## src/rtl/clk_div_prog.sv

```systemverilog
// clk_div_prog: runtime-programmable clock divider / SCL generator with stretch and edge strobes.
// Optional mid-phase strobes enabled by defining CLK_DIV_PHASE_EN.
module clk_div_prog #(
  parameter int CNT_W       = 16,
  parameter int DIV_DEFAULT = 415,
  parameter int MIN_DIV     = 1
) (
  input  logic             clk,
  input  logic             rst,
  input  logic             en,
  input  logic [CNT_W-1:0] div_val,
  input  logic             div_load,
  output logic             div_ack,
  input  logic             hold,
  output logic             clk_out,
  output logic             rise_stb,
  output logic             fall_stb,
  output logic             mid_hi_stb,
  output logic             mid_lo_stb,
  output logic             busy
);
  typedef enum logic [1:0] {IDLE, RUN_HI, RUN_LO, STRETCH} state_t;
  state_t           state;
  logic [CNT_W-1:0] cnt, div, pend, ld_val;
  logic             pend_v, tc, rise, apply;
  always_comb begin
    tc     = cnt == div;
    rise   = !hold && (state == STRETCH || (state == RUN_LO && tc));
    apply  = pend_v && (state == IDLE || rise);
    ld_val = div_val < CNT_W'(MIN_DIV) ? CNT_W'(MIN_DIV) : div_val;
  end
  always_ff @(posedge clk) begin
    if (rst) begin
      state    <= IDLE;
      cnt      <= '0;
      div      <= CNT_W'(DIV_DEFAULT);
      pend     <= '0;
      pend_v   <= 1'b0;
      clk_out  <= 1'b1;
      rise_stb <= 1'b0;
      fall_stb <= 1'b0;
      div_ack  <= 1'b0;
    end else begin
      rise_stb <= rise;
      fall_stb <= state == RUN_HI && en && tc;
      div_ack  <= div_load;
      pend_v   <= div_load | (pend_v & ~apply);
      if (div_load) pend <= ld_val;
      if (apply) div <= pend;
      if (rise) begin
        state   <= en ? RUN_HI : IDLE;
        cnt     <= '0;
        clk_out <= 1'b1;
      end else begin
        case (state)
          IDLE: begin
            cnt <= '0;
            if (en) state <= RUN_HI;
          end
          RUN_HI: begin
            if (!en) begin
              state <= IDLE;
              cnt   <= '0;
            end else if (tc) begin
              state   <= RUN_LO;
              cnt     <= '0;
              clk_out <= 1'b0;
            end else cnt <= cnt + 1'b1;
          end
          RUN_LO: begin
            if (tc) state <= STRETCH;
            else cnt <= cnt + 1'b1;
          end
          STRETCH: cnt <= cnt;
        endcase
      end
    end
  end
  assign busy = state != IDLE;
`ifdef CLK_DIV_PHASE_EN
  assign mid_hi_stb = state == RUN_HI && cnt == (div >> 1);
  assign mid_lo_stb = state == RUN_LO && cnt == (div >> 1);
`else
  assign mid_hi_stb = 1'b0;
  assign mid_lo_stb = 1'b0;
`endif
endmodule

```

## config.mk

```make
export PLATFORM = sky130hd
export DESIGN_NAME = clk_div_prog
export DESIGN_NICKNAME = d
export VERILOG_FILES = /design/src/rtl/clk_div_prog.sv
export SDC_FILE = /design/constraint.sdc
export NUM_CORES = 1
export LEC_CHECK = 0
export CAP_MARGIN = 5
export CORE_ASPECT_RATIO = 0.8
export CORE_MARGIN = 4
export CORE_UTILIZATION = 45
export DETAILED_ROUTE_END_ITERATION = 6
export PLACE_DENSITY = 0.78
export SYNTH_ARGS = -nofsm -noshare
export SYNTH_HDL_FRONTEND = slang
export SYNTH_SLANG_ARGS = --single-unit
```

## constraint.sdc

```tcl
create_clock -name clk -period 1.9 [get_ports clk]
set_input_delay 0.38 -clock clk [delete_from_list [all_inputs] [get_ports clk]]
set_output_delay 0.38 -clock clk [all_outputs]
set_load 0.03 [all_outputs]
```

==> impl_metrics.json, run 1 <==
{
  "status": "complete, but fails checks",
  "violations": "negative setup slack",
  "final_antenna_net_count": 0,
  "syn_area_per_cell_um2": 9.185,
  "wl_per_cell_um": 14.62,
  "h-tree-depth": 2,
  "antenna_cells": 0,
  "holdWs_ns": 0.4876,
  "worst_slack_ns": -0.004674,
  "fin_setup_tns_ns": -0.005171,
  "powerDensity_nw_per_um2": 697.2,
  "reg2reg_from": "div[10]",
  "start_util_pct": 47.93,
  "switching_power_mw": 0.6037,
  "clockBufferDepth": 2,
  "cp_cell_sequence": "xnor2_2 -> nand4_1 -> nor4_2 -> buf_4 -> a41o_4 -> buf_12 -> mux2i_1 -> nor2_1",
  "synth_area_leaders": "dfxtp_1, mux2i_1, xnor2_1",
  "post-cts-setup-buffer-count": 0,
  "firstDrtPassIters": 4,
  "layout.nets": 370,
  "multi_input_area_um2": 1526,
  "core-area_um2": 5615,
  "internal_power_mw": 1.798,
  "pwr-share-seq_pct": 51.8,
  "finalCoreUtilization_pct": 61.34,
  "place_ws_ns": -0.1392,
  "port_buffers": 25,
  "placed_cells": 413,
  "hold_class": "flop to flop",
  "min_delay_path_depth": 1,
  "seq_area_frac_synth_pct": 40.91,
  "hold_viol": 0,
  "ys_warn_count": 0,
  "p_comb_share_pct": 16.4,
  "synth-seq-cells": 55,
  "die_h_um": 77.17,
  "critPathKind": "flop to flop",
  "syn2layout_area_growth_pct": 27.99,
  "syn_area_um2": 2691,
  "crit_path_start_kind": "flop",
  "ff2ff_path_depth": 8,
  "grt_pass1_wl_mm": 10.41,
  "cts-hold-fix-buffers": 0,
  "synth_top_area_share_pct": 40.91,
  "cts_buffers": 5,
  "numClockSinks": 55,
  "grt_overflow": 0,
  "viasPerCell": 5.340,
  "grt_max_degree": 30,
  "hp-start": "clk_out",
  "seqCellArea_um2": 1111,
  "finalClockSkew_ns": 0.006640,
  "antenna_found_initial": 0,
  "rows": 24,
  "cts_tree": "yes",
  "synth_edf_count": 0,
  "crit_path_end_kind": "flop",
  "max_cap_violations": 0,
  "cp_data_arrival_time_ns": 2.10,
  "drt_wl_total_mm": 6.153,
  "die_w_um": 94.47,
  "fin_crit_ns": 1.905,
  "yosys.area.top_type": "dfxtp_1",
  "io_pins": 28,
  "use_met1_pct": 24.18,
  "fin_cells": 421,
  "max-vdd-ir-drop_v": 0.0006340,
  "synth_flop_cell": "dfxtp_1",
  "crit_path_start": "div[10]",
  "clkTransAtPathRegs_ns": 0.10,
  "drt-initial-drc-count": 107,
  "grt_usage_pct": 17.66,
  "slew_violations": 0,
  "n_fill_cell": 483,
  "die_area_um2": 7290,
  "synthCells": 293,
  "clk_latency_ns": 0.31,
  "leakage_nw": 1.280,
  "drive_gt1_share_pct": 23.62,
  "grt_busiest_layer": "met2",
  "worstPathRequired_ns": 2.09,
  "max_freq_ghz": 0.5250,
  "ys_types": 51,
  "async_reset_ff_share_pct": 0,
  "fin_crit_sh_pct": 100.2,
  "finalWeightedCongestion": 0.8952,
  "synth_common_cells": "dfxtp_1, nor2_1, xnor2_1",
  "critPathMaxStageDelay_ns": 0.35,
  "swShare_pct": 25.14,
  "setup_viol": 2,
  "grt_use_met2_pct": 28.40,
  "use_met3_pct": 3.816,
  "dp_hpwl_mm": 4.471,
  "cts_root_buffer": "clkbuf_8",
  "vias": 2248,
  "slowest_stage": "dfxtp_2",
  "worst-path-max-fanout": 11,
  "grt_pass1_vias": 2244,
  "drc_errors": 0,
  "synth.most_common_cell": "dfxtp_1",
  "rsz0062_at_grt": "true",
  "power_frac_clock_pct": 31.8
}
[sequential cells by signal, indices dropped and copies added (netlist names)]
signal    flops
fall_stb      1
pend_v        1
div          16
rise_stb      1
div_ack       1
state         2
cnt          16
pend         16
clk_out       1
[timing repair]
action	in CTS	in global routing
resized for setup	14	7
setup endpoints to repair	25	32
gates cloned	1	0
pin swaps	6	5
[layout by cell type, fill, tap and decap left out, drive strengths merged, types with 2 or more instances in the layout]
master          n
nand3           5
nor3           13
a211oi          5
nor2           49
a2111oi         3
mux2i          25
nor4            7
buf            36
o31ai           2
clkbuf          5
dfxtp          55
inv             6
o21ai           6
a21boi          2
ha              6
a21o            2
and4            2
a31o            2
nor2b           3
clkdlybuf4s50  24
xnor2          26
and2            3
nand2          11
nand3b          2
nand2b          3
a21oi          15
nand4           5
and3            2
conb            2
[metal layers]
metal | wire length [µm] | share of wire (%) | vias to the layer above
met5 | 0 | 0 | -
met4 | 46 | 0.75 | 0
met3 | 301 | 4.9 | 8
met2 | 2913 | 47 | 50
met1 | 2892 | 47 | 1066
li1 | - | - | 1124
[stage by stage]
| stage | cell area (µm²) | total power, mW |
|---|---|---|
| final | 3445 | 2.401 |
| after global routing | 3445 | 2.510 |
| after CTS | 3421 | 2.406 |
| after detailed placement | 3223 | 1.622 |
| after global placement | 3223 | 1.609 |
| after floorplan | 2695 | 1.496 |
[cell families (layout without fill, tap and decap cells)]
| group | count (synthesis) | in the layout | share of synthesized area [%] |
|---|---|---|---|
| multiplexers | 25 | 25 | 9.298 |
| XOR/XNOR | 26 | 26 | 8.461 |
| adder cells (fa/ha/maj) | 6 | 6 | 2.789 |
| buffers and inverters | 25 | 74 | 5.207 |
| flip-flops | 55 | 55 | 40.91 |
| other | 1 | 2 | 0.1393 |
| AND/OR/NAND/NOR | 108 | 108 | 20.69 |
| AO/OA/AOI/OAI | 47 | 47 | 12.51 |
[cell type report]
cell class                      count  share of cell area, %
Multi-Input combinational cell    214                  44.32
Sequential cell                    55                  32.26
Timing Repair Buffer               61                  16.85
Tap cell                           78                  2.833
Clock buffer                        5                  1.998
Clock inverter                      2                  1.090
Inverter                            6                 0.6538
[power groups by stage]
| stage | clock network, mW | registers (mW) | logic [mW] |
|---|---|---|---|
| 2_1_floorplan | 0 | 1.26 | 0.237 |
| 3_3_place_gp | 0 | 1.26 | 0.344 |
| 3_5_place_dp | 0 | 1.27 | 0.355 |
| 4_1_cts | 0.775 | 1.24 | 0.387 |
| 5_1_grt | 0.828 | 1.25 | 0.432 |
| 6_report | 0.763 | 1.24 | 0.395 |
[worst max-delay path, delay by kind of cell (launching register included)]
family | cells | cell delay, ns
flip-flops | 1 | 0.35
buffers and inverters | 2 | 0.33
XOR/XNOR | 1 | 0.18
AND/OR/NAND/NOR | 3 | 0.48
multiplexers | 1 | 0.19
AO/OA/AOI/OAI | 1 | 0.25
[final timing paths]
check	to	slack, ns
worst max-delay path	div[11]	-0.005
worst min-delay path	clk_out	0.49
worst max register to register	div[11]	-0.005
worst min register to register	clk_out	0.49
Power figures use the tool's default switching activity.
==> run 2, diff against run 1 <==
Settings changed: PLACE_DENSITY 0.78 to 0.76.
Clock period 1.9 ns to 1.85 ns, I/O delays scaled along.
==> impl_metrics.json, run 2 (same netlist as run 1, synthesis figures left out) <==
{
  "dp_hpwl_mm": 4.215,
  "hold_class": "flop to flop",
  "leakage_nw": 1.335,
  "critPathKind": "flop to flop",
  "rows": 24,
  "violations": "negative setup slack",
  "clk_latency_ns": 0.30,
  "antenna_cells": 0,
  "slew_violations": 0,
  "crit_path_start_kind": "flop",
  "cp_data_arrival_time_ns": 2.10,
  "die_h_um": 77.17,
  "worst-path-max-fanout": 6,
  "max_cap_violations": 0,
  "max-vdd-ir-drop_v": 0.0004458,
  "most-common-layout-cells": "dfxtp_1, nor2_1, buf_4",
  "viasPerCell": 5.170,
  "power.total_mw": 2.433,
  "grt_max_degree": 46,
  "cp_cell_sequence": "xnor2_1 -> nand4_1 -> nor4_2 -> buf_4 -> buf_6 -> nor4_4 -> a31oi_4 -> clkbuf_16 -> nor2_2",
  "vias": 2218,
  "critPathMaxStageDelay_ns": 0.36,
  "placed_area_um2": 3246,
  "start_util_pct": 47.93,
  "final_antenna_net_count": 0,
  "finalCoreUtilization_pct": 64.42,
  "critPathBufInv": 3,
  "finalClockSkew_ns": 0.006379,
  "cts_buffers": 5,
  "grt_pass1_wl_mm": 9.729,
  "hold_viol": 0,
  "max_freq_ghz": 0.5266,
  "h-tree-depth": 2,
  "worst_slack_ns": -0.04906,
  "grt_pass1_vias": 2173,
  "core-area_um2": 5615,
  "grt_usage_pct": 16.37,
  "finalWeightedCongestion": 0.8289,
  "cts_tree": "yes",
  "clockBufferDepth": 2,
  "fin_crit_ns": 1.899,
  "clkTransAtPathRegs_ns": 0.09,
  "crit_path_end_kind": "flop",
  "antenna_found_initial": 0,
  "firstDrtPassIters": 4,
  "largestRegisters": "cnt x16, div x16, pend x16",
  "layout.nets": 377,
  "die_area_um2": 7290,
  "powerDensity_nw_per_um2": 672.6,
  "worstPathRequired_ns": 2.05,
  "port_buffers": 25,
  "numClockSinks": 55,
  "io_pins": 28,
  "slowest_stage": "dfxtp_1",
  "syn2layout_area_growth_pct": 34.40,
  "cpLargestDelayFamily": "buffers and inverters",
  "drive_gt1_share_pct": 26.21,
  "die_w_um": 94.47,
  "drt-initial-drc-count": 88,
  "cts_root_buffer": "clkbuf_8",
  "status": "complete, but fails checks",
  "fin_crit_sh_pct": 102.7,
  "drt_wl_total_mm": 6.167,
  "setup_viol": 24,
  "drc_errors": 0,
  "rsz0062_at_grt": "true",
  "grt_overflow": 0,
  "wl_per_cell_um": 14.38,
  "layout_commonest_cell": "dfxtp_1",
  "fin_area_um2": 3617
}
## run 2: cell types whose count changed in the layout (fill, tap and decap cells not counted), moves of 2 or more
cell       previous run  this run
nor2_2               10         3
nor2_4                0         7
buf_4                33        36
ha_1                  6         3
buf_6                 0         2
clkbuf_16             0         2
clkbuf_8              5         7
ha_2                  0         2
nor4_4                0         2
## run 2: stage by stage
step,setup TNS [ns],cells,hold WS (ns),worst slack (ns)
floorplan,0,294,0.4501,0.05296
global placement,-1.439,416,0.4367,-0.08977
detailed placement,-2.443,416,0.4496,-0.1080
CTS,-0.1000,425,0.4783,-0.02097
global route,-4.902,429,0.4995,-0.2109
finish,-0.7111,429,0.4719,-0.04906
## run 2: path summary, 6_finish.rpt
kind | depth (start not counted) | from | slack, ns | to
hold / removal | 1 | clk_out | 0.47 | clk_out
setup / recovery | 9 | div[12] | -0.05 | cnt[2]
hold reg to reg | 1 | clk_out | 0.47 | clk_out
setup reg to reg | 9 | div[12] | -0.05 | cnt[2]
## run 2: cell type report
type	instances	area [µm²]
fill	455	1998
multi-input combinational	214	1629
sequential	55	1110
timing repair buffer	68	658.1
clock buffer	8	100.1
tap	78	97.59
inverter	6	22.52
## run 2: per-layer routing
| metal | track usage, % | wire length [µm] | up-vias |
|---|---|---|---|
| li1 | - | - | 1138 |
| met1 | 21.85 | 2989 | 1044 |
| met2 | 27.62 | 2965 | 30 |
| met3 | 3.131 | 187 | 6 |
| met4 | 3.026 | 25 | 0 |
| met5 | 0 | 0 | - |
## run 2: what timing repair did
item,CTS,global route
endpoints found under the hold margin,0,0
gates resized for setup,7,34
buffers inserted,1,2
endpoints found under the setup margin,29,36
cloned,0,2
hold buffers,0,0
pin swaps,2,13
## run 2: where the power goes
part / internal (mW) / leakage, nW / total, mW / switching, mW
Sequential: 1.24 / 0.451 / 1.28 / 0.0373
Clock: 0.342 / 0.0515 / 0.715 / 0.372
Combinational: 0.232 / 0.832 / 0.443 / 0.210
Total: 1.81 / 1.34 / 2.43 / 0.620
## run 2: worst reg2reg max path, cell delays in order (launching register included)
cell,delay [ns]
dfxtp_1,0.36
xnor2_1,0.22
nand4_1,0.17
nor4_2,0.23
buf_4,0.18
buf_6,0.11
nor4_4,0.05
a31oi_4,0.23
clkbuf_16,0.22
nor2_2,0.05
==> run 3, diff against run 2 <==
--- a/constraint.sdc
+++ b/constraint.sdc
@@ -3,2 +3,2 @@
 set_output_delay 0.37 -clock clk [all_outputs]
-set_load 0.03 [all_outputs]
+set_load 0.005 [all_outputs]
==> impl_metrics.json, run 3 (same netlist as run 1, synthesis figures left out) <==
{
  "status": "complete, but fails checks",
  "violations": "negative setup slack",
  "leakage_nw": 1.336,
  "dp_hpwl_mm": 4.355,
  "io_pins": 28,
  "cp.depth": 8,
  "critPathBufInv": 2,
  "fin_crit_sh_pct": 102.8,
  "clkTransAtPathRegs_ns": 0.10,
  "power.total_mw": 2.504,
  "fin_area_um2": 3521,
  "finalClockSkew_ns": 0.006169,
  "critPathMaxStageDelay_ns": 0.40,
  "max_cap_violations": 0,
  "crit_path_start_kind": "flop",
  "powerDensity_nw_per_um2": 711.3,
  "holdWs_ns": 0.4567,
  "worstPathRequired_ns": 2.03,
  "grt_usage_pct": 17.15,
  "layout_commonest_cell": "dfxtp_1",
  "largestRegisters": "cnt x16, div x16, pend x16",
  "slew_violations": 0,
  "finalWeightedCongestion": 0.8733,
  "worst_slack_ns": -0.05090,
  "die_w_um": 94.47,
  "core-area_um2": 5615,
  "h-tree-depth": 2,
  "drt_wl_total_mm": 5.991,
  "grt_pass1_vias": 2198,
  "ff2ff_path_depth": 8,
  "cp_data_arrival_time_ns": 2.08,
  "reg2reg_from": "div[10]",
  "max_freq_ghz": 0.5261,
  "crit_path_end_kind": "flop",
  "final_antenna_net_count": 0,
  "most-common-layout-cells": "dfxtp_1, nor2_1, buf_4",
  "critPathKind": "flop to flop",
  "die_area_um2": 7290,
  "hold_class": "flop to flop",
  "drive_gt1_share_pct": 26.50,
  "worst-path-max-fanout": 15,
  "grt_pass1_wl_mm": 10.07,
  "rows": 24,
  "placed_cells": 418,
  "reg2reg_to": "div[15]",
  "p_comb_share_pct": 15.5,
  "slowest_stage": "dfxtp_1",
  "switching_power_mw": 0.6134,
  "antenna_found_initial": 0,
  "finalCoreUtilization_pct": 62.70,
  "firstDrtPassIters": 4,
  "internal_power_mw": 1.891,
  "wl_per_cell_um": 13.97,
  "clockBufferDepth": 2,
  "grt_max_degree": 43,
  "cts_tree": "yes",
  "n_fill_cell": 471,
  "swShare_pct": 24.49,
  "fin_crit_ns": 1.901,
  "setup_viol": 15,
  "cp_cell_sequence": "xnor2_2 -> nand4_1 -> nor4_2 -> buf_4 -> a41o_1 -> buf_12 -> mux2i_1 -> nor2_1",
  "place_ws_ns": -0.1016,
  "vias": 2231,
  "drt-initial-drc-count": 110,
  "numClockSinks": 55,
  "power_frac_clock_pct": 33.7,
  "clk_latency_ns": 0.31,
  "min_delay_path_depth": 1,
  "die_h_um": 77.17,
  "regToRegSetupSlack_ns": -0.05,
  "syn2layout_area_growth_pct": 30.82,
  "drc_errors": 0,
  "fin_cells": 429,
  "cpLargestDelayFamily": "simple AND/OR/NAND/NOR gates",
  "hp-start": "clk_out",
  "hold_viol": 0,
  "cts-hold-fix-buffers": 0,
  "port_buffers": 25,
  "viasPerCell": 5.200,
  "pwr-share-seq_pct": 50.8,
  "cts_root_buffer": "clkbuf_8",
  "max-vdd-ir-drop_v": 0.0004663,
  "fin_setup_tns_ns": -0.4038,
  "placed_area_um2": 3276,
  "start_util_pct": 47.93,
  "layout.nets": 377,
  "cts_buffers": 5,
  "hold_path_end": "clk_out",
  "antenna_cells": 0,
  "rsz0062_at_grt": "true",
  "grt_overflow": 0
}
run 3: cell count changes in the layout (fill, tap and decap cells not counted), moves of 2 or more:
cell,delta
clkbuf_16,-2
buf_6,-2
nor2_2,+7
ha_1,+2
nor4_4,-2
buf_4,+3
nor2_4,-7
run 3: metal layers:
| layer | track usage, % | wire (µm) |
|---|---|---|
| met1 | 23.95 | 2826 |
| met2 | 26.84 | 2828 |
| met3 | 3.816 | 281 |
| met4 | 4.035 | 55 |
| met5 | 0 | 0 |
run 3: how the worst max path moves through the flow:
stage,from,end
2_1_floorplan,cnt[0],div[10]
3_3_place_gp,hold,state[1]
3_5_place_dp,en,cnt[6]
4_1_cts,div[15],div[15]
5_1_grt,cnt[13],div[8]
6_report,div[10],div[15]
run 3: worst reg2reg max path, cell delays in order, from the launching register on:
cell and delay, ns:
dfxtp_1 0.40, xnor2_2 0.14, nand4_1 0.13, nor4_2 0.29, buf_4 0.18, a41o_1 0.22, buf_12 0.16, mux2i_1 0.20
nor2_1 0.06
run 3: power groups by stage:
stage	clock network [mW]	logic, mW	registers, mW
5_1_grt	0.929	0.424	1.28
6_report	0.844	0.388	1.27
4_1_cts	0.860	0.372	1.27
2_1_floorplan	0	0.229	1.29
3_5_place_dp	0	0.358	1.30
3_3_place_gp	0	0.348	1.30
run 3: repair_timing:
action                     CTS  global route
gates resized for setup      9            18
buffers inserted             1             2
setup endpoints to repair   30            32
pin swaps                    1             6
run 3: cell type report:
cell class / instances / area (µm²) / area share [%]
Tap cell: 78 / 97.59 / 2.772
Clock inverter: 2 / 38.79 / 1.102
Timing Repair Buffer: 68 / 621.8 / 17.66
Inverter: 6 / 22.52 / 0.6397
Sequential cell: 55 / 1114 / 31.63
Clock buffer: 6 / 82.58 / 2.345
Multi-Input combinational cell: 214 / 1544 / 43.85
